===== src/rtl/kernel_coeff_buffer_if.sv =====
// kernel_coeff_buffer_if
//   Bundles the load and replay handshakes of kernel_coeff_buffer.
//   Parameters: DATA_W (coefficient width), KERNEL_LEN (tap count).
//   IDX_W is derived here so the tap field width always matches the buffer.
//
//   Handshake rule (both directions): a beat transfers on a rising clk edge
//   where valid && ready. The producer holds valid and its payload stable
//   until that edge. ready may depend on the consumer's state, but never on
//   the same beat's valid.
//
//   Signals
//     load_start  master->slave  pulse: restart the load phase
//     in_valid    master->slave  coefficient beat valid
//     in_data     master->slave  coefficient beat
//     in_ready    slave->master  buffer accepts a coefficient beat
//     out_valid   slave->master  replayed beat valid
//     out_ready   master->slave  consumer takes the replayed beat
//     out_data    slave->master  coefficient value
//     out_tap     slave->master  tap index of out_data
//     out_last    slave->master  final beat of a replay pass
//     loaded      slave->master  all taps written since the last reload
interface kernel_coeff_buffer_if #(
    parameter int DATA_W     = 32,
    parameter int KERNEL_LEN = 3
);
    localparam int IDX_W = (KERNEL_LEN > 1) ? $clog2(KERNEL_LEN) : 1;

    logic              load_start;
    logic              in_valid;
    logic [DATA_W-1:0] in_data;
    logic              in_ready;
    logic              out_valid;
    logic              out_ready;
    logic [DATA_W-1:0] out_data;
    logic [IDX_W-1:0]  out_tap;
    logic              out_last;
    logic              loaded;

    modport master (
        output load_start, in_valid, in_data, out_ready,
        input  in_ready, out_valid, out_data, out_tap, out_last, loaded
    );

    modport slave (
        input  load_start, in_valid, in_data, out_ready,
        output in_ready, out_valid, out_data, out_tap, out_last, loaded
    );
endinterface


===== src/rtl/kernel_coeff_buffer.sv =====
// kernel_coeff_buffer
//   Coefficient store for the 1D convolution datapath. Accepts KERNEL_LEN
//   coefficients (beat n -> tap n), then replays them forever, forward or
//   flipped, each beat tagged with its tap index and an end-of-pass flag.
//   A load_start pulse discards everything and restarts loading at any time.
//
//   Ports
//     clk        rising-edge clock
//     reset      asynchronous, active-low reset
//     bus        kernel_coeff_buffer_if.slave (load and replay handshakes)
//     state_dbg  current FSM state: 0 = LOAD, 1 = RUN
module kernel_coeff_buffer #(
    parameter int DATA_W     = 32,
    parameter int KERNEL_LEN = 3,
    parameter int REVERSE    = 0
) (
    input  logic                 clk,
    input  logic                 reset,
    kernel_coeff_buffer_if.slave bus,
    output logic                 state_dbg
);
    localparam int IDX_W = (KERNEL_LEN > 1) ? $clog2(KERNEL_LEN) : 1;

    // Pointers are compared against explicit tap numbers so that a
    // non-power-of-two KERNEL_LEN wraps correctly.
    localparam logic [IDX_W-1:0] LAST_IDX  = IDX_W'(KERNEL_LEN - 1);
    localparam logic [IDX_W-1:0] START_TAP = (REVERSE != 0) ? LAST_IDX : '0;
    localparam logic [IDX_W-1:0] END_TAP   = (REVERSE != 0) ? '0 : LAST_IDX;

    typedef enum logic {
        LOAD = 1'b0,
        RUN  = 1'b1
    } state_e;

    state_e            state_q,     state_d;
    logic [IDX_W-1:0]  wr_ptr_q,    wr_ptr_d;
    logic [IDX_W-1:0]  rd_ptr_q,    rd_ptr_d;
    logic              out_valid_q, out_valid_d;
    logic [DATA_W-1:0] out_data_q,  out_data_d;
    logic [IDX_W-1:0]  out_tap_q,   out_tap_d;
    logic              out_last_q,  out_last_d;
    logic              loaded_q,    loaded_d;
    logic [DATA_W-1:0] mem_q [KERNEL_LEN];
    logic [DATA_W-1:0] mem_d [KERNEL_LEN];

    logic              in_ready_c;
    logic [IDX_W-1:0]  rd_next;

    // load_start gates in_ready so no beat is taken in the reload cycle.
    assign in_ready_c = (state_q == LOAD) && !bus.load_start;

    always_comb begin
        rd_next = rd_ptr_q;
        if (REVERSE != 0) begin
            rd_next = (rd_ptr_q == '0) ? LAST_IDX : rd_ptr_q - 1'b1;
        end else begin
            rd_next = (rd_ptr_q == LAST_IDX) ? '0 : rd_ptr_q + 1'b1;
        end
    end

    always_comb begin
        state_d     = state_q;
        wr_ptr_d    = wr_ptr_q;
        rd_ptr_d    = rd_ptr_q;
        out_valid_d = out_valid_q;
        out_data_d  = out_data_q;
        out_tap_d   = out_tap_q;
        out_last_d  = out_last_q;
        loaded_d    = loaded_q;
        mem_d       = mem_q;

        if (bus.load_start) begin
            // Highest priority: a pending output beat is dropped even if
            // the consumer is ready this cycle.
            state_d     = LOAD;
            wr_ptr_d    = '0;
            rd_ptr_d    = START_TAP;
            out_valid_d = 1'b0;
            out_last_d  = 1'b0;
            loaded_d    = 1'b0;
        end else begin
            case (state_q)
                LOAD: begin
                    if (bus.in_valid && in_ready_c) begin
                        mem_d[wr_ptr_q] = bus.in_data;
                        if (wr_ptr_q == LAST_IDX) begin
                            wr_ptr_d = '0;
                            loaded_d = 1'b1;
                            state_d  = RUN;
                        end else begin
                            wr_ptr_d = wr_ptr_q + 1'b1;
                        end
                    end
                end
                RUN: begin
                    // Single output register: refill when empty or drained.
                    if (!out_valid_q || bus.out_ready) begin
                        out_data_d  = mem_q[rd_ptr_q];
                        out_tap_d   = rd_ptr_q;
                        out_last_d  = (rd_ptr_q == END_TAP);
                        out_valid_d = 1'b1;
                        rd_ptr_d    = rd_next;
                    end
                end
                default: state_d = LOAD;
            endcase
        end
    end

    always_ff @(posedge clk or negedge reset) begin
        if (!reset) begin
            state_q     <= LOAD;
            wr_ptr_q    <= '0;
            rd_ptr_q    <= START_TAP;
            out_valid_q <= 1'b0;
            out_data_q  <= '0;
            out_tap_q   <= '0;
            out_last_q  <= 1'b0;
            loaded_q    <= 1'b0;
        end else begin
            state_q     <= state_d;
            wr_ptr_q    <= wr_ptr_d;
            rd_ptr_q    <= rd_ptr_d;
            out_valid_q <= out_valid_d;
            out_data_q  <= out_data_d;
            out_tap_q   <= out_tap_d;
            out_last_q  <= out_last_d;
            loaded_q    <= loaded_d;
        end
    end

    // Coefficient storage keeps its contents across reset.
    always_ff @(posedge clk) begin
        mem_q <= mem_d;
    end

    assign bus.in_ready  = in_ready_c;
    assign bus.out_valid = out_valid_q;
    assign bus.out_data  = out_data_q;
    assign bus.out_tap   = out_tap_q;
    assign bus.out_last  = out_last_q;
    assign bus.loaded    = loaded_q;
    assign state_dbg     = (state_q == RUN);
endmodule


===== src/flat_wrapper.sv =====
// flat-port wrapper written by rule: the top's interface ports become plain ports
module kernel_coeff_buffer_flat 
#(
    parameter int DATA_W     = 32,
    parameter int KERNEL_LEN = 3,
    parameter int REVERSE    = 0
)
  (clk, reset, state_dbg, bus_load_start, bus_in_valid, bus_in_data, bus_out_ready, bus_in_ready, bus_out_valid, bus_out_data, bus_out_tap, bus_out_last, bus_loaded);
  kernel_coeff_buffer_if #(.DATA_W(DATA_W), .KERNEL_LEN(KERNEL_LEN)) bus_i ();
  input  logic clk;
  input  logic reset;
  output logic state_dbg;
  input wire logic [$bits(bus_i.load_start)-1:0] bus_load_start;
  input wire logic [$bits(bus_i.in_valid)-1:0] bus_in_valid;
  input wire logic [$bits(bus_i.in_data)-1:0] bus_in_data;
  input wire logic [$bits(bus_i.out_ready)-1:0] bus_out_ready;
  output wire logic [$bits(bus_i.in_ready)-1:0] bus_in_ready;
  output wire logic [$bits(bus_i.out_valid)-1:0] bus_out_valid;
  output wire logic [$bits(bus_i.out_data)-1:0] bus_out_data;
  output wire logic [$bits(bus_i.out_tap)-1:0] bus_out_tap;
  output wire logic [$bits(bus_i.out_last)-1:0] bus_out_last;
  output wire logic [$bits(bus_i.loaded)-1:0] bus_loaded;
  assign bus_i.load_start = bus_load_start;
  assign bus_i.in_valid = bus_in_valid;
  assign bus_i.in_data = bus_in_data;
  assign bus_i.out_ready = bus_out_ready;
  assign bus_in_ready = bus_i.in_ready;
  assign bus_out_valid = bus_i.out_valid;
  assign bus_out_data = bus_i.out_data;
  assign bus_out_tap = bus_i.out_tap;
  assign bus_out_last = bus_i.out_last;
  assign bus_loaded = bus_i.loaded;
  kernel_coeff_buffer #(.DATA_W(DATA_W), .KERNEL_LEN(KERNEL_LEN), .REVERSE(REVERSE)) u_core (.clk(clk), .reset(reset), .bus(bus_i), .state_dbg(state_dbg));
endmodule

===== config.mk =====
export PLATFORM = sky130hd
export DESIGN_NAME = kernel_coeff_buffer_flat
export DESIGN_NICKNAME = d
export VERILOG_FILES = /design/src/rtl/kernel_coeff_buffer_if.sv /design/src/rtl/kernel_coeff_buffer.sv /design/src/flat_wrapper.sv
export SDC_FILE = /design/constraint.sdc
export NUM_CORES = 1
export LEC_CHECK = 0
export ABC_AREA = 0
export CAP_MARGIN = 10
export CORE_MARGIN = 1
export CORE_UTILIZATION = 50
export CTS_BUF_LIST = sky130_fd_sc_hd__clkbuf_8 sky130_fd_sc_hd__clkbuf_16
export DETAILED_ROUTE_END_ITERATION = 12
export PLACE_DENSITY = 0.74
export SLEW_MARGIN = 10
export SYNTH_ARGS = -nofsm -noshare
export SYNTH_HDL_FRONTEND = slang
export SYNTH_SLANG_ARGS = --single-unit

===== constraint.sdc =====
create_clock -name clk -period 6.2 [get_ports clk]
set_input_delay 1.24 -clock clk [delete_from_list [all_inputs] [get_ports clk]]
set_output_delay 1.24 -clock clk [all_outputs]
set_load 0.01 [all_outputs]

==> out/qor.csv, run 1 <==
metric;value;unit
Sink Count;138;
hpwl dp;5.20;mm
Hold Buf Count CTS;0;
fin area;6740;µm²
cts repair resizes;0;
min-delay worst type;reg -> reg;
# DRC;0;
Worst slew margin;33.1;%
ant diodes;0;
initial core utilization;52.5;%
Final Power;0.00251;W
max_cap viols;0;
minimum period implied by the final worst setup slack;3.92;ns
worst vdd ir;0.000252;V
type of the worst setup path;in -> out;
Crit path required time;4.96;ns
number of global-route vias before repair;2951;
Hold Vio Cnt, Final;0;
Clock Path Buffers;2;
postcts setup bufs;0;
mapped cell area;5200;µm²
Final ANT Viol Nets;0;
grt ovf;0;
initial antenna violation count;0;
Placed Area;6090;µm²
largest net degree at the start of global routing;43;
Final Non-Filler Cells;514;
arrival time at the worst endpoint;2.68;ns
Die H;104;µm
Yosys cell types;27;
area growth from synthesis to layout;29.6;%
Finished Core Util;68.0;%
floorplan die width;104;µm
Max Clock Skew;0.00997;ns
Synthesized Nets;321;
Register Area;3940;µm²
Critical Path Fanout Max;13;
Final Wtd Congestion;0.744;
Skew-Pair Late Insertion Delay;0.51;ns
final WL;9.53;mm
Leak Pwr;2.38;nW
GRT Total Usage;18.8;%
status;finished clean;
unrepaired setup endpoints after global routing;false;
Core Box Area;9910;µm²
warnings from Yosys;0;
Iteration-0 DRC Markers;106;
worst-margin pin slew;1.00;ns
final period utilization;63.3;%
setup violators final;0;
via count;2800;
cells after synthesis;284;
first-pass GRT wire length;15.1;mm
type of origin of the critical path;input pin;
Synth Register Bits;138;
PwrDens;373;nW/µm²
total die area;10800;µm²
I/O pin cnt;76;
WL/cell;18.5;µm
FP Rows;36;
Vias/cell;5.45;
area taken by multi-input logic gates;1200;µm²
TritonCTS clock tree;built;
critical path endpoint category;output port;
Clock transition at path regs;0.06;ns
Slew Viols, Final;0;
placed insts;482;
DR pass1 iterations;4;
CTS H-Tree Depth;4;
final net count;405;
Fillers;678;
commonest non-fill, non-tap cell in the layout;edfxtp_1;
most frequent cells in the layout;96 x edfxtp_1, 74 x clkdlybuf4s50_1, 41 x dfrtp_1;
fmax;255;MHz
Clock Tree Root;clkbuf_8;
synthesized area per cell;18.3;µm²
sequential share of the synthesized area;75.6;%
layout cell share with drive strength beyond 1;20.5;%
Setup TNS Final;0;ns
number of port buffers;75;
CTS buffer count;17;
cell families after synthesis:
family	synth area share, %
mux	13.7
compound gates	6.28
simple gates	2.53
flops	75.6
buf+inv	1.88
Yosys cell counts:
| library cell | number | area share [%] |
|---|---|---|
| edfxtp_1 | 96 | 55 |
| dfrtp_1 | 42 | 20 |
| mux2_2 | 33 | 7.1 |
| mux2i_1 | 33 | 6.3 |
| o2bb2ai_1 | 32 | 5.4 |
| buf_2 | 9 | 0.87 |
| nor2_1 | 7 | 0.51 |
| a21oi_1 | 5 | 0.48 |
| buf_6 | 3 | 0.65 |
| clkbuf_1 | 3 | 0.22 |
| o21ai_0 | 3 | 0.29 |
| nand2b_1 | 2 | 0.24 |
| nor2b_1 | 2 | 0.24 |
| a31oi_1 | 1 | 0.12 |
| and2b_1 | 1 | 0.14 |
| buf_1 | 1 | 0.072 |
| inv_2 | 1 | 0.072 |
| mux2_1 | 1 | 0.22 |
| nand2_1 | 1 | 0.072 |
| nand3_1 | 1 | 0.096 |
| nand4b_1 | 1 | 0.17 |
| nor3_4 | 1 | 0.31 |
| nor3b_1 | 1 | 0.14 |
| nor4_1 | 1 | 0.12 |
| nor4b_1 | 1 | 0.17 |
| or3b_2 | 1 | 0.17 |
| or4_1 | 1 | 0.14 |
routing by layer:
layer / track usage [%] / wire length [µm] / vias to the layer above
met5: 0 / 0 / -
met4: 7.55 / 33 / 0
met3: 5.08 / 443 / 2
met2: 33.3 / 5240 / 73
met1: 21.5 / 3810 / 1438
li1: - / - / 1287
path summary, 6_finish.rpt:
kind,startpoint,endpoint,slack (ns),cells after the start
worst max register to register,u_core.rd_ptr_q[1],u_core.bus.out_data[6],4.18,4
min in group asynchronous,reset,u_core.bus.loaded,0.90,1
worst max-delay path,bus_load_start,bus_in_ready,2.28,3
worst min-delay path,u_core.bus.out_tap[0],u_core.bus.out_tap[0],0.49,1
max in group asynchronous,reset,u_core.rd_ptr_q[0],4.63,1
worst min register to register,u_core.bus.out_tap[0],u_core.bus.out_tap[0],0.49,1
state kept, by name, summed over array words and instances, names as in the netlist:
| name | cells |
|---|---|
| u_core.bus.out_tap | 2 |
| u_core.rd_ptr_q | 2 |
| u_core.bus.out_valid | 1 |
| u_core.bus.out_data | 32 |
| u_core.mem_q | 96 |
| u_core.state_dbg | 1 |
| u_core.bus.loaded | 1 |
| u_core.bus.out_last | 1 |
| u_core.wr_ptr_q | 2 |
cell type report:
type                    count  area share [%]
inverters                   1          0.0557
flip-flops and latches    138            58.4
clock inverters            12            2.86
repair buffers             81            11.7
multi-input cells         129            17.7
clock buffers              20            6.76
well taps                 133            2.47
where the power goes:
group          internal (W)  total (W)  switching (W)  leakage [nW]
Sequential          0.00108    0.00112      0.0000418          1.43
Combinational      0.000187   0.000301       0.000114         0.634
Clock              0.000724    0.00109       0.000368         0.321
Total               0.00199    0.00251       0.000524          2.38
metrics by stage:
stage | setup WS (ns) | hold slack (ns)
2_1_floorplan | 0.931 | 0.529
4_1_cts | 2.27 | 0.492
3_3_place_gp | 2.29 | 0.474
6_report | 2.28 | 0.494
3_5_place_dp | 2.27 | 0.479
5_1_grt | 2.19 | 0.521
critical path: stages:
cell and delay [ns]:
clkdlybuf4s50_1 0.69, nor2_1 0.20, clkdlybuf4s50_1 0.55
Note: power is estimated with default switching activity, not from simulation.
==> run 2, diff against run 1 <==
Clock period 6.2 ns to 3.9 ns, I/O delays scaled along.
==> run 2 against run 1 <==
Effect of this change:
- highest routed layer unchanged
- design area about the same
- clock skew down 0.0017 ns
- largest cell class unchanged
- register-to-register slack got worse by 2.2 ns
- sequential share of layout area about the same
- combinational power grew 59%
- cell count grew 0.58%
==> out/qor.csv, run 2 (same netlist as run 1, synthesis figures left out) <==
metric;value;unit;change
status;finished clean;;
Biggest register;u_core.mem_q;;
Vias/cell;5.33;;-2.1%
CP top delay family;buffers and inverters;;
Hold Vio Cnt, Final;0;;unchanged
largest net degree at the start of global routing;43;;unchanged
Clock Tree Root;clkbuf_8;;
Highest Signal Layer;met4;;
Leak Pwr;2.37;nW;-0.50%
Placed Area;6130;µm²;+0.66%
cts repair resizes;0;;unchanged
unrepaired setup endpoints after global routing;false;;
Psw;0.000842;W;+61%
crit path buf inv count;3;;+1
Clock Path Buffers;2;;unchanged
Worst slew margin;32.3;%;-0.82 points
type of origin of the critical path;input pin;;
initial core utilization;52.5;%;unchanged
# DRC;0;;unchanged
final WL;9.24;mm;-3.0%
initial antenna violation count;0;;unchanged
Skew-Pair Late Insertion Delay;0.52;ns;about the same
DR pass1 iterations;4;;unchanged
Iteration-0 DRC Markers;116;;+9.4%
commonest non-fill, non-tap cell in the layout;edfxtp_1;;
first-pass GRT wire length;14.8;mm;-1.9%
crit path cell chain;clkdlybuf4s50_1 > buf_4 > nor2_1 > clkdlybuf4s50_1;;
hpwl dp;5.49;mm;+5.5%
Die H;104;µm;unchanged
I/O pin cnt;76;;unchanged
max reg flops;96;;unchanged
FP Rows;36;;unchanged
Final ANT Viol Nets;0;;unchanged
worst-margin pin slew;1.02;ns;+0.0123 ns
postcts setup bufs;0;;unchanged
Setup TNS Final;0;ns;unchanged
Sw Ratio;21.8;%;+0.93 points
arrival time at the worst endpoint;2.03;ns;-0.65 ns
Met1 Wirelength;3.68;mm;-3.3%
max_cap viols;0;;unchanged
setup violators final;0;;unchanged
min-delay worst type;in -> async;;
Slew Viols, Final;0;;unchanged
Sink Count;138;;unchanged
via count;2757;;-1.5%
Hold Buf Count CTS;0;;unchanged
R2R setup slack;2.02;ns;-2.16 ns
Clock power frac;41.6;%;-1.9 points
most frequent cells in the layout;96 x edfxtp_1, 74 x clkdlybuf4s50_1, 41 x dfrtp_1;;
Flop pwr share;46.0;%;+1.5 points
grt ovf;0;;unchanged
Slowest-stage cell, CP;clkdlybuf4s50_1;;
Final Wtd Congestion;0.720;;-3.2%
PwrDens;573;nW/µm²;+54%
critical path's most frequent cell;clkdlybuf4s50_1;;
Core Box Area;9910;µm²;unchanged
WL/cell;17.9;µm;-3.6%
Clock transition at path regs;0.06;ns;about the same
metal2 WL;4.92;mm;-6.1%
share of total power in combinational logic;12.4;%;+0.4 points
Critical Path Fanout Max;13;;unchanged
number of port buffers;75;;unchanged
number of global-route vias before repair;2865;;-2.9%
CTS H-Tree Depth;4;;unchanged
CTS buffer count;17;;unchanged
GRT Total Usage;18.6;%;-0.21 points
layout cell share with drive strength beyond 1;21.4;%;+0.88 points
fin area;6740;µm²;about the same
TritonCTS clock tree;built;;
critical path endpoint category;output port;;
fmax;356;MHz;
final period utilization;72.0;%;
type of the worst setup path;in -> out;;
final net count;408;;+0.74%
met3 WL;537;µm;+21%
ant diodes;0;;unchanged
total die area;10800;µm²;unchanged
max incr delay on CP;0.54;ns;-0.15 ns
Crit path required time;3.12;ns;-1.84 ns
area growth from synthesis to layout;29.5;%;about the same
floorplan die width;104;µm;unchanged
Max Clock Skew;0.00827;ns;-0.00169 ns
cell internal pwr;0.00302;W;+52%
minimum period implied by the final worst setup slack;2.81;ns;
worst vdd ir;0.000403;V;+60%
run 2: changes by cell type in the layout (fill, tap and decap cells not counted), sizes merged:
cell and change:
clkinvlp +2, inv +1, bufinv -2, clkbuf -1, buf +3
run 2: cell type report:
| cell class | count | area [µm²] |
|---|---|---|
| Multi-Input combinational cell | 129 | 1210 |
| Clock buffer | 19 | 442 |
| Tap cell | 133 | 166 |
| Timing Repair Buffer | 84 | 813 |
| Sequential cell | 138 | 3940 |
| Fill cell | 668 | 3170 |
| Inverter | 1 | 3.75 |
| Clock inverter | 13 | 165 |
run 2: power groups by stage:
| stage | clock network [W] | logic [W] | registers, W |
|---|---|---|---|
| 5_1_grt | 0.00170 | 0.000513 | 0.00179 |
| 6_report | 0.00161 | 0.000479 | 0.00178 |
| 3_5_place_dp | 0 | 0.000484 | 0.00181 |
| 2_1_floorplan | 0 | 0.000143 | 0.00184 |
| 3_3_place_gp | 0 | 0.000475 | 0.00180 |
| 4_1_cts | 0.00163 | 0.000487 | 0.00178 |
run 2: layer usage:
| layer | vias up | track usage [%] |
|---|---|---|
| li1 | 1288 | - |
| met2 | 82 | 32.3 |
| met1 | 1380 | 21.5 |
| met3 | 7 | 6.20 |
| met5 | - | 0 |
| met4 | 0 | 6.33 |
run 2: worst paths after layout:
kind,cells after the start,startpoint,endpoint
worst max register to register,3,u_core.state_dbg,u_core.mem_q[38]
worst min-delay path,1,reset,u_core.bus.loaded
worst min register to register,1,u_core.bus.out_tap[0],u_core.bus.out_tap[0]
max in group asynchronous,1,reset,u_core.rd_ptr_q[0]
worst max-delay path,4,bus_load_start,bus_in_ready
min in group clk,1,u_core.bus.out_tap[0],u_core.bus.out_tap[0]
run 2: through the flow:
step	power [W]	hold slack [ns]	util (%)	std cells	worst slack (ns)
floorplan	0.00199	0.484	-	284	0.0337
global placement	0.00228	0.475	61.9	485	1.09
detailed placement	0.00229	0.485	61.9	485	1.10
CTS	0.00389	0.466	68.0	517	1.09
global route	0.00400	0.514	68.0	517	1.03
finish	0.00386	0.433	68.0	517	1.09
run 2: worst reg2reg max path, stage by stage (launching register included):
cell,delay [ns]
dfrtp_1,0.47
nand2b_1,0.34
nor4b_4,0.26
buf_4,0.45
